## src/rtl/duart_pkg.sv

```systemverilog
// Shared types and constants for the debug-UART receive path.
// Imported by duart_rx and duart_rx_fifo.
package duart_pkg;

    typedef enum logic [1:0] {IDLE, START, DATA, STOP} duart_rx_state_e;

    localparam int DUART_MIN_ETU   = 4;
    localparam int DUART_DATA_BITS = 8;

endpackage

```

## src/rtl/duart_rx_fifo.sv

```systemverilog
// Small synchronous byte FIFO for duart_rx; head read straight from storage.
// A push into a full FIFO is accepted only when a pop happens in the same cycle.
module duart_rx_fifo #(
    parameter int DEPTH = 4
) (
    input  logic       clk,
    input  logic       reset,
    input  logic       push,
    input  logic [7:0] wdata,
    output logic       full,
    output logic       drop,
    input  logic       pop,
    output logic [7:0] rdata,
    output logic       empty
);

    localparam int AW = (DEPTH > 1) ? $clog2(DEPTH) : 1;

    logic [7:0]    mem [DEPTH];
    logic [AW-1:0] wp;
    logic [AW-1:0] rp;
    logic [AW:0]   cnt;
    logic          do_push;
    logic          do_pop;

    assign full    = (cnt == (AW+1)'(DEPTH));
    assign empty   = (cnt == '0);
    assign do_pop  = pop && !empty;
    assign do_push = push && (!full || do_pop);
    assign drop    = push && full && !do_pop;
    assign rdata   = mem[rp];

    always_ff @(posedge clk) begin
        if (reset) begin
            wp  <= '0;
            rp  <= '0;
            cnt <= '0;
            for (int i = 0; i < DEPTH; i++) begin
                mem[i] <= '0;
            end
        end else begin
            if (do_push) begin
                mem[wp] <= wdata;
                wp      <= wp + AW'(1);
            end
            if (do_pop) begin
                rp <= rp + AW'(1);
            end
            case ({do_push, do_pop})
                2'b10:   cnt <= cnt + (AW+1)'(1);
                2'b01:   cnt <= cnt - (AW+1)'(1);
                default: cnt <= cnt;
            endcase
        end
    end

endmodule

```

## src/rtl/duart_rx.sv

```systemverilog
// Debug-UART 8N1 receiver: synchroniser, bit FSM, byte FIFO, sticky errors.
// Define DUART_RX_BREAK_EN to add the brk output for all-zero framing errors.
module duart_rx
    import duart_pkg::*;
#(
    parameter int ETU_W      = 16,
    parameter int INITETU    = 'd32,
    parameter int FIFO_DEPTH = 4
) (
    input  logic             clk,
    input  logic             reset,
    input  logic             rxd,
    input  logic [ETU_W-1:0] etu,
    output logic             m_valid,
    input  logic             m_ready,
    output logic [7:0]       m_data,
    output logic             frame_err,
    output logic             ovf,
    input  logic             err_clr,
    output logic             busy
`ifdef DUART_RX_BREAK_EN
    ,
    output logic             brk
`endif
);

    logic             s1;
    logic             rxs;
    logic             armed;
    duart_rx_state_e  state;
    logic [ETU_W-1:0] cnt;
    logic [ETU_W-1:0] e_q;
    logic [ETU_W-1:0] e_eff;
    logic [2:0]       bitn;
    logic [7:0]       shreg;
    logic             half_hit;
    logic             bit_hit;
    logic             stop_hit;
    logic             push;
    logic             fe_evt;
    logic             fe_set;
    logic             drop;
    logic             empty;
    logic             full;

    always_comb begin
        e_eff = etu;
        if (etu == '0) begin
            e_eff = ETU_W'(INITETU);
        end else if (etu < ETU_W'(DUART_MIN_ETU)) begin
            e_eff = ETU_W'(DUART_MIN_ETU);
        end
    end

    assign half_hit = (cnt == (e_q >> 1) - ETU_W'(1));
    assign bit_hit  = (cnt == e_q - ETU_W'(1));
    assign stop_hit = (state == STOP) && bit_hit;
    assign push     = stop_hit && rxs;
    assign fe_evt   = stop_hit && !rxs;
    assign busy     = (state != IDLE);
    assign m_valid  = !empty;

`ifdef DUART_RX_BREAK_EN
    logic brk_set;
    assign brk_set = fe_evt && (shreg == 8'h00);
    assign fe_set  = fe_evt && (shreg != 8'h00);

    always_ff @(posedge clk) begin
        if (reset) begin
            brk <= 1'b0;
        end else begin
            brk <= (brk && !err_clr) || brk_set;
        end
    end
`else
    assign fe_set = fe_evt;
`endif

    always_ff @(posedge clk) begin
        if (reset) begin
            s1        <= 1'b1;
            rxs       <= 1'b1;
            armed     <= 1'b0;
            state     <= IDLE;
            cnt       <= '0;
            e_q       <= ETU_W'(INITETU);
            bitn      <= '0;
            shreg     <= '0;
            frame_err <= 1'b0;
            ovf       <= 1'b0;
        end else begin
            s1        <= rxd;
            rxs       <= s1;
            frame_err <= (frame_err && !err_clr) || fe_set;
            ovf       <= (ovf && !err_clr) || drop;
            cnt       <= cnt + ETU_W'(1);
            unique case (state)
                IDLE: begin
                    if (armed && !rxs) begin
                        state <= START;
                        cnt   <= '0;
                        e_q   <= e_eff;
                    end else if (rxs) begin
                        armed <= 1'b1;
                    end
                end
                START: begin
                    if (half_hit) begin
                        cnt   <= '0;
                        bitn  <= '0;
                        state <= rxs ? IDLE : DATA;
                    end
                end
                DATA: begin
                    if (bit_hit) begin
                        cnt   <= '0;
                        shreg <= {rxs, shreg[7:1]};
                        bitn  <= bitn + 3'd1;
                        if (bitn == 3'(DUART_DATA_BITS - 1)) begin
                            state <= STOP;
                        end
                    end
                end
                STOP: begin
                    if (bit_hit) begin
                        cnt   <= '0;
                        state <= IDLE;
                        // a low stop must see the line high again before rearming
                        if (!rxs) begin
                            armed <= 1'b0;
                        end
                    end
                end
                default: state <= IDLE;
            endcase
        end
    end

    duart_rx_fifo #(
        .DEPTH(FIFO_DEPTH)
    ) u_fifo (
        .clk  (clk),
        .reset(reset),
        .push (push),
        .wdata(shreg),
        .full (full),
        .drop (drop),
        .pop  (m_valid && m_ready),
        .rdata(m_data),
        .empty(empty)
    );

endmodule

```

## config.mk

```make
export PLATFORM = sky130hd
export DESIGN_NAME = duart_rx
export DESIGN_NICKNAME = d
export VERILOG_FILES = /design/src/rtl/duart_pkg.sv /design/src/rtl/duart_rx_fifo.sv /design/src/rtl/duart_rx.sv
export SDC_FILE = /design/constraint.sdc
export NUM_CORES = 1
export LEC_CHECK = 0
export BUFFER_PORTS_ARGS = -buffer_cell sky130_fd_sc_hd__buf_2
export CORE_MARGIN = 1
export CORE_UTILIZATION = 59
export CTS_CLUSTER_SIZE = 16
export DETAILED_ROUTE_END_ITERATION = 10
export PLACE_DENSITY = 0.84
export SLEW_MARGIN = 20
export SYNTH_ARGS = -nofsm -noshare
export SYNTH_HDL_FRONTEND = slang
export SYNTH_HIERARCHICAL = 1
export SYNTH_SLANG_ARGS = --single-unit
```

## constraint.sdc

```tcl
create_clock -name clk -period 5.74 [get_ports clk]
set_input_delay 0.574 -clock clk [delete_from_list [all_inputs] [get_ports clk]]
set_output_delay 0.574 -clock clk [all_outputs]
set_load 0.02 [all_outputs]
```

==> impl_metrics.env <==
export IMPL_min_to="s1$_SDFF_PP1_"
export IMPL_gp_congestion=0.969
export IMPL_min_path_cells=2
export IMPL_grt_use_total_pct=27.2
export IMPL_hold_class="input port to flop"
export IMPL_cts_tree="yes"
export IMPL_grt_antenna_before_repair=0
export IMPL_path_max_fanout=6
export IMPL_drc_errors=0
export IMPL_drive_gt1_share_pct=18.4
export IMPL_synth_flop_cell="dfxtp_1"
export IMPL_port_buffers=32
export IMPL_drt_wl_total_um=11600
export IMPL_grt_pass1_vias=3745
export IMPL_r2r_start="e_q[0]$_SDFFE_PP0P_"
export IMPL_synth_top_area_cell="dfxtp_1"
export IMPL_final_setup_worst_slack_ns=1.34
export IMPL_final_common_cell="dfxtp_1"
export IMPL_slew_headroom_pct=25.9
export IMPL_max_cap_viol_count=0
export IMPL_grt_pass1_wl_um=18600
export IMPL_dieArea_um2=9170
export IMPL_synth_edf_count=32
export IMPL_synthTopCellsByArea="dfxtp_1 23%, edfxtp_1 19%, xor2_1 5.2%"
export IMPL_setup_viol=0
export IMPL_row_count=33
export IMPL_die_w_um=95.8
export IMPL_viasPerCell=6.32
export IMPL_grt_max_degree=46
export IMPL_ys_warn_count=6
export IMPL_fillers=675
export IMPL_synth_distinct_cells=77
export IMPL_synth_area_um2=5190
export IMPL_min_from="rxd"
export IMPL_cp_end_kind="flop"
export IMPL_fin_worst_skew_ns=0.0125
export IMPL_p_total_w=0.00126
export IMPL_cp_start_kind="flop"
export IMPL_clk_path_buf_depth=2
export IMPL_antenna_cells=0
export IMPL_die_h_um=95.8
export IMPL_hold_buffers=0
export IMPL_antenna_left=0
export IMPL_netlist_instances=501
export IMPL_drt_iter0_drc=244
export IMPL_layout_common_cells="59 x dfxtp_1, 43 x nor2_1, 34 x and2_1"
export IMPL_synth_top_cell_area_share_pct=22.8
export IMPL_core_um2=8340
export IMPL_io_pins=33
export IMPL_worst_slew_pin_slew_ns=1.08
export IMPL_grt_overflow=0
export IMPL_fin_crit_ns=4.40
export IMPL_r2r_end="u_fifo/cnt[2]$_SDFFE_PP0P_"
export IMPL_num_vias=3971
export IMPL_dr_pass1_iters=7
export IMPL_rr_worst_depth=17
export IMPL_ys_ff_latch=91
export IMPL_syn2layout_area_growth_pct=7.14
export IMPL_clock_sinks=91
export IMPL_period_share_pct=76.7
export IMPL_cts_buffers=9
export IMPL_h_tree_depth=3
export IMPL_synthArstFlopShare_pct=0
export IMPL_cts_resized=0
export IMPL_ir_drop_v=0.000140
export IMPL_cp_data_required_time_ns=6.04
export IMPL_cts_clk_slew_worst_paths_ns=0.10
export IMPL_routedWlPerCell_um=18.4
export IMPL_pwr_density_cell_nw_per_um2=227
export IMPL_finalNetCount=546
export IMPL_crit_type="flop to flop"
export IMPL_dp_hpwl_um=8450
export IMPL_slew_viol_final=0
export IMPL_post_cts_buffers=0
export IMPL_cts_root_buf="clkbuf_8"
export IMPL_pre_cts_ws_ns=1.39
export IMPL_initial_core_util_pct=62.2
export IMPL_synth_area_per_cell_um2=10.4
export IMPL_final_seq_area_um2=2140
export IMPL_arrival_ns=4.70
export IMPL_synth_seq_area_share_pct=41.3
export IMPL_multiInputGateArea_um2=2830
export IMPL_hold_viol_final=0
export IMPL_clock_latency_ns=0.37
export IMPL_outcome="finished clean"
export IMPL_syn_nets=529
export IMPL_r2r_slack_ns=1.34
export IMPL_max_freq_mhz=227
export IMPL_total_leakage_power_nw=2.16
export IMPL_tns_ns=0
export IMPL_rsz0062_at_grt="false"
[routing by layer]
metal / global-route usage (%) / up-vias / part of all wire, %
met4: 12.3 / 0 / 3.0
met5: 0 / - / 0
met1: 31.7 / 1927 / 41
li1: - / 1863 / -
met3: 4.98 / 35 / 5.0
met2: 48.5 / 146 / 51
[state kept, by name, indices dropped and copies added, names as in the netlist, named ones only]
| register | flops |
|---|---|
| u_fifo/mem | 32 |
| cnt | 16 |
| e_q | 16 |
| shreg | 8 |
| bitn | 3 |
| u_fifo/cnt | 3 |
| u_fifo/rp | 2 |
| u_fifo/wp | 2 |
| armed | 1 |
| frame_err | 1 |
| ovf | 1 |
| rxs | 1 |
| s1 | 1 |
| state | 1 |
[report_power, final]
group / internal [W] / switching (W)
clock network: 0.000213 / 0.000255
logic: 0.0000409 / 0.0000603
registers: 0.000679 / 0.0000145
total: 0.000932 / 0.000330
[cells in the mapped netlist (10+ instances only)]
library cell and count:
a22o_1 10, nor2_1 43, mux2i_1 12, clkbuf_1 14, dfxtp_1 59, xnor2_1 25
and2_1 34, nand3_1 12, nand2_1 23, edfxtp_1 32, and3_1 10, nor4_1 16
a21oi_1 11, xor2_1 31, o21ai_0 12, nor4_2 10, inv_1 17
[cells by family after synthesis]
kind of cell | Yosys count | share of synthesized area [%]
flops | 91 | 41.3
fa+ha+maj | 7 | 1.83
compound gates | 73 | 11.9
buf+inv | 45 | 4.08
simple gates | 207 | 25.2
xor+xnor | 56 | 9.46
mux | 22 | 6.22
[stage by stage]
step / util, % / hold slack [ns] / instances / cell area (um^2)
2_1_floorplan: - / 0.389 / 501 / 5190
3_3_place_gp: 64.1 / 0.394 / 612 / 5350
3_5_place_dp: 64.1 / 0.397 / 612 / 5350
4_1_cts: 66.6 / 0.362 / 628 / 5560
5_1_grt: 66.6 / 0.371 / 628 / 5560
6_report: 66.6 / 0.372 / 628 / 5560
[how the worst max path moves through the flow]
stage,startpoint,to,slack (ns),cells past startpoint
5_1_grt,e_q[1]$_SDFFE_PP0P_,u_fifo/cnt[2]$_SDFFE_PP0P_,1.09,17
6_report,e_q[0]$_SDFFE_PP0P_,u_fifo/cnt[2]$_SDFFE_PP0P_,1.34,17
4_1_cts,e_q[0]$_SDFFE_PP0P_,u_fifo/cnt[2]$_SDFFE_PP0P_,1.36,17
3_3_place_gp,e_q[0]$_SDFFE_PP0P_,u_fifo/cnt[2]$_SDFFE_PP0P_,1.55,17
3_5_place_dp,e_q[0]$_SDFFE_PP0P_,u_fifo/cnt[2]$_SDFFE_PP0P_,1.39,17
2_1_floorplan,e_q[0]$_SDFFE_PP0P_,u_fifo/cnt[2]$_SDFFE_PP0P_,1.73,17
[final cells by class]
type	instances	share of cell area, %
tap	105	2.36
clock buffer	9	2.23
sequential	91	38.5
multi-input combinational	365	51.0
clock inverter	7	1.58
inverter	17	1.15
timing repair buffer	34	3.15
[worst max-delay path, cell delays in order (launching register included)]
cell and delay, ns:
dfxtp_1 0.37, inv_1 0.09, ha_1 0.25, or4b_4 0.50
or3_4 0.39, a2bb2oi_4 0.17, nand3_1 0.10, or4_1 0.51
a211oi_1 0.24, and3_1 0.29, nor2b_1 0.35, inv_1 0.08
ha_1 0.23, inv_1 0.08, fa_1 0.17, xor2_1 0.07
or3_1 0.30, a21oi_1 0.15
Note: power is estimated with default switching activity, not from simulation.
